[config.mk]
export PLATFORM = sky130hd
export DESIGN_NAME = pipe_stage_reg
export DESIGN_NICKNAME = d
export VERILOG_FILES = /design/src/rtl/pipe_stage_reg.sv
export SDC_FILE = /design/constraint.sdc
export NUM_CORES = 1
export LEC_CHECK = 0
export CAP_MARGIN = 0
export CORE_MARGIN = 8
export CORE_UTILIZATION = 54
export DETAILED_ROUTE_END_ITERATION = 7
export PLACE_DENSITY = 0.86
export SYNTH_ARGS = -nofsm -noshare
export SYNTH_HDL_FRONTEND = slang
export SYNTH_SLANG_ARGS = --single-unit
[constraint.sdc]
create_clock -name clk_i -period 18.5 [get_ports clk_i]
set_input_delay 3.7 -clock clk_i [delete_from_list [all_inputs] [get_ports clk_i]]
set_output_delay 3.7 -clock clk_i [all_outputs]
set_load 0.05 [all_outputs]
[src/rtl/pipe_stage_reg.sv]
// ---------------------------------------------------------------------------
// pipe_stage_reg
//
// Parametrised pipeline stage register with a 2-entry skid buffer. Carries a
// DATA_W-bit payload and a CTRL_W-bit control bundle between pipeline stages
// using a valid/ready handshake. It supports stall by backpressure, synchronous
// flush with bubble insertion, and a saturating count of squashed entries.
//
// Parameters
//   DATA_W : payload width
//   CTRL_W : control bundle width
//   CNT_W  : drop counter width
//
// Ports
//   clk_i        : clock, rising edge
//   rst_i        : asynchronous active-high reset
//   in_valid_i   : upstream entry valid
//   in_ready_o   : stage can accept an entry (straight from a flop)
//   in_data_i    : upstream payload
//   in_ctrl_i    : upstream control bundle
//   out_valid_o  : head entry valid
//   out_ready_i  : downstream accepts (low = stall)
//   out_data_o   : head payload
//   out_ctrl_o   : head control bundle, zero whenever out_valid_o is low
//   flush_i      : squash held entries and the incoming entry this cycle
//   count_o      : occupancy 0..2
//   drop_cnt_o   : saturating count of entries squashed by flush
// ---------------------------------------------------------------------------
module pipe_stage_reg #(
    parameter int DATA_W = 96,
    parameter int CTRL_W = 5,
    parameter int CNT_W  = 16
) (
    input  logic              clk_i,
    input  logic              rst_i,
    input  logic              in_valid_i,
    output logic              in_ready_o,
    input  logic [DATA_W-1:0] in_data_i,
    input  logic [CTRL_W-1:0] in_ctrl_i,
    output logic              out_valid_o,
    input  logic              out_ready_i,
    output logic [DATA_W-1:0] out_data_o,
    output logic [CTRL_W-1:0] out_ctrl_o,
    input  logic              flush_i,
    output logic [1:0]        count_o,
    output logic [CNT_W-1:0]  drop_cnt_o
);

    // The encoding equals the occupancy so count_o is the state register.
    typedef enum logic [1:0] {
        ST_EMPTY = 2'd0,
        ST_ONE   = 2'd1,
        ST_FULL  = 2'd2
    } state_t;

    state_t            state_q,     state_d;
    logic [DATA_W-1:0] head_data_q, head_data_d;
    logic [CTRL_W-1:0] head_ctrl_q, head_ctrl_d;
    logic [DATA_W-1:0] skid_data_q, skid_data_d;
    logic [CTRL_W-1:0] skid_ctrl_q, skid_ctrl_d;
    logic              in_ready_q,  in_ready_d;
    logic [CNT_W-1:0]  drop_cnt_q,  drop_cnt_d;

    logic              in_fire_s;
    logic              out_fire_s;
    logic [1:0]        dropped_s;
    logic [CNT_W:0]    drop_sum_s;

    // Handshake qualifiers and flush accounting.
    always_comb begin
        in_fire_s  = in_valid_i & in_ready_q;
        out_fire_s = (state_q != ST_EMPTY) & out_ready_i;
        // Entries lost in a flush: everything held, minus the one delivered
        // this cycle, plus the one that would have been accepted.
        dropped_s  = 2'(state_q) - {1'b0, out_fire_s} + {1'b0, in_fire_s};
        // One extra bit catches overflow so the counter can saturate.
        drop_sum_s = {1'b0, drop_cnt_q} + (CNT_W+1)'(dropped_s);
    end

    // Next-state, storage update and drop counter.
    always_comb begin
        state_d     = state_q;
        head_data_d = head_data_q;
        head_ctrl_d = head_ctrl_q;
        skid_data_d = skid_data_q;
        skid_ctrl_d = skid_ctrl_q;
        drop_cnt_d  = drop_cnt_q;

        if (flush_i) begin
            // Data registers keep stale contents; the ctrl gate on the output
            // turns the emptied stage into a bubble.
            state_d = ST_EMPTY;
            if (drop_sum_s[CNT_W]) begin
                drop_cnt_d = '1;
            end else begin
                drop_cnt_d = drop_sum_s[CNT_W-1:0];
            end
        end else begin
            case (state_q)
                ST_EMPTY: begin
                    if (in_fire_s) begin
                        state_d     = ST_ONE;
                        head_data_d = in_data_i;
                        head_ctrl_d = in_ctrl_i;
                    end else begin
                        state_d = ST_EMPTY;
                    end
                end
                ST_ONE: begin
                    if (in_fire_s && !out_fire_s) begin
                        state_d     = ST_FULL;
                        skid_data_d = in_data_i;
                        skid_ctrl_d = in_ctrl_i;
                    end else if (in_fire_s && out_fire_s) begin
                        state_d     = ST_ONE;
                        head_data_d = in_data_i;
                        head_ctrl_d = in_ctrl_i;
                    end else if (out_fire_s) begin
                        state_d = ST_EMPTY;
                    end else begin
                        state_d = ST_ONE;
                    end
                end
                ST_FULL: begin
                    // in_ready_q is low here, so only the drain can happen.
                    if (out_fire_s) begin
                        state_d     = ST_ONE;
                        head_data_d = skid_data_q;
                        head_ctrl_d = skid_ctrl_q;
                    end else begin
                        state_d = ST_FULL;
                    end
                end
                default: begin
                    // Unreachable encoding: recover to a clean empty stage.
                    state_d = ST_EMPTY;
                end
            endcase
        end

        // Registered ready: no combinational path from out_ready_i.
        in_ready_d = (state_d != ST_FULL);
    end

    // State and storage registers with asynchronous reset.
    always_ff @(posedge clk_i or posedge rst_i) begin
        if (rst_i) begin
            state_q     <= ST_EMPTY;
            head_data_q <= '0;
            head_ctrl_q <= '0;
            skid_data_q <= '0;
            skid_ctrl_q <= '0;
            in_ready_q  <= 1'b1;
            drop_cnt_q  <= '0;
        end else begin
            state_q     <= state_d;
            head_data_q <= head_data_d;
            head_ctrl_q <= head_ctrl_d;
            skid_data_q <= skid_data_d;
            skid_ctrl_q <= skid_ctrl_d;
            in_ready_q  <= in_ready_d;
            drop_cnt_q  <= drop_cnt_d;
        end
    end

    assign in_ready_o  = in_ready_q;
    assign out_valid_o = (state_q != ST_EMPTY);
    assign out_data_o  = head_data_q;
    assign out_ctrl_o  = (state_q != ST_EMPTY) ? head_ctrl_q : {CTRL_W{1'b0}};
    assign count_o     = state_q;
    assign drop_cnt_o  = drop_cnt_q;

endmodule

==> impl_metrics.toml, run 1 <==
[global_route]
use_met3_pct = 7.566
grt_pass1_wl_mm = 35.94
overflow = 0
grt_util_met1_pct = 25.03
busiest_layer = "met2"
grt_usage_pct = 19.98
grt_max_degree = 152
antenna_found_initial = 2
use_met2_pct = 32.56
grt_pass1_vias = 6788

[route]
postRouteAntennaNets = 0
vias_per_cell = 5.356
drtPass1Iterations = 7
drt-initial-drc-count = 257
drt_wl_total_mm = 22.35
avgRoutedWirePerCell_um = 18.31
drc = 0
vias = 6540

[timing]
drv_slew = 0
setup_viol = 0
fin_worst_skew_ns = 0.01375
tightest_slew_ns = 1.151
hold_slack_ns = 0.5037
fin_crit_ns = 6.515
period_share_pct = 35.22
rsz0062_at_grt = "false"
finalHoldViolCount = 0
clock.fmax_mhz = 153.5
slew_headroom_pct = 23.26
tns_ns = 0

[floorplanning]
rows = 48
die_w_um = 148.3
start_util_pct = 54.99
dieArea_um2 = 21980
io_pins = 227
core-area_um2 = 17180
die-height_um = 148.3

[logic_synthesis]
syn_inst = 769
mappedNetlistNets = 882
synth_seq_cells = 221
ys_warn_count = 0
ys.flop_type = "dfrtp_1"
synth-async-reset-ratio_pct = 100.0
synthDistinctLibCells = 35
ys_seq_area_share_pct = 58.56
synth_edf_count = 0
netlist_area_um2 = 9445
syn_avg_cell_area_um2 = 12.28

[worst_setup_path]
required_ns = 18.90
worstPathArrival_ns = 6.91
cp-start-kind = "primary input"
critPathKind = "primary input to flop"
worstPathMaxFanout = 14
setup.worst_path.end_class = "flop"

[cells_and_area]
fin_nets = 1094
synthToLayoutAreaGrowth_pct = 33.12
drive_gt1_share_pct = 14.96
num_antenna_cells = 0

[clock_network]
numCtsBuffers = 23
cts_resized = 0
cts-hold-fix-buffers = 0
clk-insertion-delay-late_ns = 0.49
cts_setup_buffers = 0
cts_tree = "done"
cts_sinks = 221
clock_path_buffers = 3
root_buffer = "clkbuf_16"
path_clk_slew_ns = 0.06
htreeDepth = 1

[power_and_ir_drop]
power_density_nw_per_um2 = 143.8
vdd_drop_max_mv = 0.09811
p_leak_uw = 0.005076

[outcome]
status = "finished clean"

[hold_path]
hp-class = "flop to flop"

[job]
drv_cap = 0

[placement]
hpwl_mm = 14.67
portBuffers = 226
gp_congestion = 0.8354
## through the flow
stage	instances	utilization (%)	power [µW]	setup WS, ns	cell area [µm²]
6_report	1221	73.20	1808	11.99	12570
3_3_place_gp	1181	68.94	1346	11.64	11840
2_1_floorplan	769	-	1147	8.752	9445
3_5_place_dp	1181	68.94	1368	11.53	11840
4_1_cts	1221	73.20	1827	12.02	12570
5_1_grt	1221	73.20	1897	11.67	12570
## worst max-delay path, stage by stage
cell             delay [ns]
clkdlybuf4s50_1        0.44
nor2b_1                0.17
ha_1                   0.34
inv_1                  0.04
ha_1                   0.18
xnor2_1                0.13
xnor2_1                0.24
fa_1                   0.28
nand3_1                0.17
nor4_1                 0.55
nand2_1                0.47
o21ai_0                0.20
## cell usage after synthesis (2+ instances only)
library cell    n  area share (%)
mux2i_1       103              11
ha_1            6            0.79
nor4_1          3            0.20
dfrtp_1       220              58
clkbuf_1        2           0.080
buf_2          34             1.8
mux2_2        101              12
nand3_1         5            0.26
nor2_1        110             4.4
inv_1          10            0.40
nand2_1        15            0.60
buf_1           2           0.080
o21ai_0         6            0.32
nand4_1         2            0.13
nor3_1          3            0.16
or4bb_1         2            0.24
a31oi_1         3            0.20
nor2b_1         7            0.46
buf_4           8            0.64
a21oi_1       105             5.6
xnor2_1         8            0.74
## report_power, final
part           leakage (µW)  internal [µW]  switching (µW)
logic               0.00214            249             376
registers           0.00258            641            93.5
clock network      0.000360            268             180
## sequential cells by signal (all words and copies together) (netlist names)
name / cells
out_data_o: 96
skid_data_q: 96
drop_cnt_o: 16
head_ctrl_q: 5
skid_ctrl_q: 5
count_o: 2
in_ready_o: 1
## cell families after synthesis
kind of cell               synth area share, %
AOI/OAI and AO/OA                        6.412
xor gates and xnor gates                0.8346
adders and majority gates                1.007
buffers and inverters                    2.994
DFF                                      58.56
muxes                                    22.96
and+or+nand+nor                          7.233
## area by class of cell
type | count | area, µm²
clock buffer | 32 | 639.4
inverter | 10 | 45.04
timing repair buffer | 233 | 2315
sequential | 221 | 5532
multi-input combinational | 492 | 3669
fill | 1186 | 4603
tap | 225 | 281.5
clock inverter | 8 | 92.59
## worst paths after layout
kind                                      start               to  slack (ns)  cells past startpoint
worst max-delay path                out_ready_i    drop_cnt_o[6]       11.99                     12
worst min-delay path            skid_data_q[13]  skid_data_q[13]        0.50                      1
worst max register to register       count_o[1]    drop_cnt_o[6]       14.60                     12
worst min register to register  skid_data_q[13]  skid_data_q[13]        0.50                      1
max in group asynchronous                 rst_i  skid_data_q[23]       13.11                      3
min in group asynchronous                 rst_i   out_data_o[88]        3.86                      2
## placed cells by master, fill, tap and decap left out, drive strengths merged, types with 6 or more instances in the layout
cell,netlist,routed
clkdlybuf4s50,0,226
dfrtp,220,220
xnor2,8,8
a21oi,105,105
mux2,101,101
o21ai,6,6
inv,10,10
buf,44,7
clkbuf,2,32
ha,6,6
nor2b,7,7
mux2i,103,103
nand2,15,15
nor2,110,110
## routing by layer
metal / part of all wire, % / up-vias
li1: - / 3107
met1: 41 / 3219
met2: 48 / 185
met3: 9.6 / 25
met4: 1.2 / 4
met5: 0.12 / -
Note: power is estimated with default switching activity, not from simulation.
==> run 2: changes to the inputs <==
--- a/config.mk
+++ b/config.mk
@@ -7,9 +7,9 @@
 export LEC_CHECK = 0
 export CAP_MARGIN = 0
 export CORE_MARGIN = 8
-export CORE_UTILIZATION = 54
+export CORE_UTILIZATION = 50
 export DETAILED_ROUTE_END_ITERATION = 7
-export PLACE_DENSITY = 0.86
+export PLACE_DENSITY = 0.8
 export SYNTH_ARGS = -nofsm -noshare
 export SYNTH_HDL_FRONTEND = slang
 export SYNTH_SLANG_ARGS = --single-unit
==> constraint.sdc (replaced) <==
create_clock -name clk_i -period 6.8 [get_ports clk_i]
set_input_delay 1.36 -clock clk_i [delete_from_list [all_inputs] [get_ports clk_i]]
set_output_delay 1.36 -clock clk_i [all_outputs]
set_load 0.05 [all_outputs]
==> run 2 against run 1 <==
  * Hold slack got worse by 0.00062 ns
  * Power rose to 2.8 times the previous value
  * Wire length fell by 1.2%
  * Clock skew fell by 0.0059 ns
  * Sequential power rose to 2.7 times the previous value
  * Combinational power rose to 2.7 times the previous value
  * Clock-buffer cell count rose by 3
  * Utilization fell by 5.2 points
  * Cell count rose by 0.98%
  * Critical endpoint unchanged
  * Highest routed layer unchanged
==> impl_metrics.toml, run 2 (synthesis results as in run 1) <==
[worst_setup_path]
slowest_stage = "nor4_1"
setup.worst_path.end_class = "flop"
max_stage_delay_ns = 0.57
crit_chain = "clkdlybuf4s50_1 -> nor2b_1 -> ha_1 -> inv_1 -> ha_1 -> xnor2_1 -> xnor2_1 -> fa_1 -> nand3_1 -> nor4_1 -> nand2_1 -> o21ai_0"
critPathKind = "primary input to flop"
required_ns = 7.20
worstPathArrival_ns = 4.59
worstPathMaxFanout = 14
cp-start-kind = "primary input"

[clock_network]
cts_setup_buffers = 0
clock_path_buffers = 3
cts-hold-fix-buffers = 0
htreeDepth = 1
path_clk_slew_ns = 0.06
numCtsBuffers = 24
cts_resized = 0
clk-insertion-delay-late_ns = 0.50
cts_tree = "done"
root_buffer = "clkbuf_16"
cts_sinks = 221

[cells_and_area]
n_fill_cell = 1414
mostFrequentLayoutCells = "226 x clkdlybuf4s50_1, 220 x dfrtp_1, 109 x nor2_1"
drive_gt1_share_pct = 15.22
stdcell_area_um2 = 12680
register_area_um2 = 5532
synthToLayoutAreaGrowth_pct = 34.20
num_antenna_cells = 0
multiInputGateArea_um2 = 3669
final_common_cell = "clkdlybuf4s50_1"
fin_nets = 1096

[floorplanning]
dieArea_um2 = 23550
io_pins = 227
start_util_pct = 50.66
core-area_um2 = 18640
die_w_um = 153.4
rows = 50
die-height_um = 153.4

[timing]
rsz0062_at_grt = "false"
tightest_slew_ns = 0.9860
slew_headroom_pct = 34.11
period_share_pct = 61.53
hold_slack_ns = 0.5031
fin_crit_ns = 4.184
finalHoldViolCount = 0
fin_worst_skew_ns = 0.007803
setup_viol = 0
drv_slew = 0
tns_ns = 0
clock.fmax_mhz = 239.0

[power_and_ir_drop]
totalPowerFinal_uw = 4986
intPower_uw = 3212
seqPwrFrac_pct = 39.8
switching_power_uw = 1774
power_frac_comb_pct = 34.1
switching_share_pct = 35.58
vdd_drop_max_mv = 0.2586
power_density_nw_per_um2 = 393.4
p_leak_uw = 0.005111
power_frac_clock_pct = 26.1

[route]
drtPass1Iterations = 4
avgRoutedWirePerCell_um = 17.91
drc = 0
drt-initial-drc-count = 258
drt_wl_total_mm = 22.08
postRouteAntennaNets = 0
vias_per_cell = 5.317
vias = 6556

[global_route]
grt_pass1_wl_mm = 36.05
overflow = 0
grt_util_met1_pct = 22.60
use_met2_pct = 29.39
grt_pass1_vias = 6913
busiest_layer = "met2"
grt_usage_pct = 18.43
grt_max_degree = 135
antenna_found_initial = 1
use_met3_pct = 8.063

[placement]
hpwl_mm = 14.75
portBuffers = 226
gp_congestion = 0.7981
dpl_cell_area_um2 = 11880

[hold_path]
hp-class = "flop to flop"

[job]
drv_cap = 0

[outcome]
status = "finished clean"
[run 2: cell count changes in the layout (fill, tap and decap cells not counted)]
| cell | previous run | this run |
|---|---|---|
| buf_4 | 7 | 6 |
| buf_12 | 0 | 2 |
| clkinv_2 | 5 | 3 |
| inv_8 | 1 | 0 |
| clkinvlp_4 | 1 | 2 |
| clkbuf_16 | 23 | 25 |
| clkbuf_8 | 3 | 4 |
| clkinv_4 | 0 | 1 |
[run 2: layout make-up]
class | count | share of cell area, %
Clock inverter | 7 | 0.7206
Sequential cell | 221 | 43.64
Timing Repair Buffer | 234 | 18.52
Multi-Input combinational cell | 492 | 28.94
Inverter | 10 | 0.3257
Clock buffer | 35 | 5.547
Tap cell | 234 | 2.310
[run 2: worst max-delay path, delay by kind of cell]
kind                     cells  cell delay, ns
AND/OR/NAND/NOR              4            1.44
adder cells (fa/ha/maj)      3            0.71
buffers and inverters        2            0.55
XOR/XNOR                     2            0.32
AO/OA/AOI/OAI                1            0.22
[run 2: metal layers]
metal  up-vias  share of wire, %
li1       3112                 -
met1      3224                41
met2       189                47
met3        29                11
met4         2               1.8
met5         -             0.059
[run 2: power groups by stage]
stage / clock network, µW / logic (µW) / registers [µW]
global placement: 0 / 1680 / 1990
detailed placement: 0 / 1710 / 2010
global route: 1390 / 1810 / 2040
CTS: 1330 / 1720 / 1990
finish: 1300 / 1700 / 1990
floorplan: 0 / 554 / 2570
[run 2: final timing paths]
check | start | end | slack (ns) | cells past startpoint
worst max-delay path | out_ready_i | drop_cnt_o[6] | 2.62 | 12
worst min register to register | skid_data_q[90] | skid_data_q[90] | 0.50 | 1
min in group asynchronous | rst_i | out_data_o[50] | 1.35 | 2
worst min-delay path | skid_data_q[90] | skid_data_q[90] | 0.50 | 1
max in group asynchronous | rst_i | skid_data_q[67] | 4.16 | 3
worst max register to register | count_o[1] | drop_cnt_o[6] | 2.99 | 12
[run 2: per-stage QoR]
| step | worst slack (ns) | utilization, % | std cells |
|---|---|---|---|
| 3_5_place_dp | 2.103 | 63.73 | 1191 |
| 6_report | 2.616 | 67.99 | 1233 |
| 5_1_grt | 2.315 | 67.99 | 1233 |
| 4_1_cts | 2.641 | 67.99 | 1233 |
| 2_1_floorplan | 2.559 | - | 769 |
| 3_3_place_gp | 2.232 | 63.73 | 1191 |
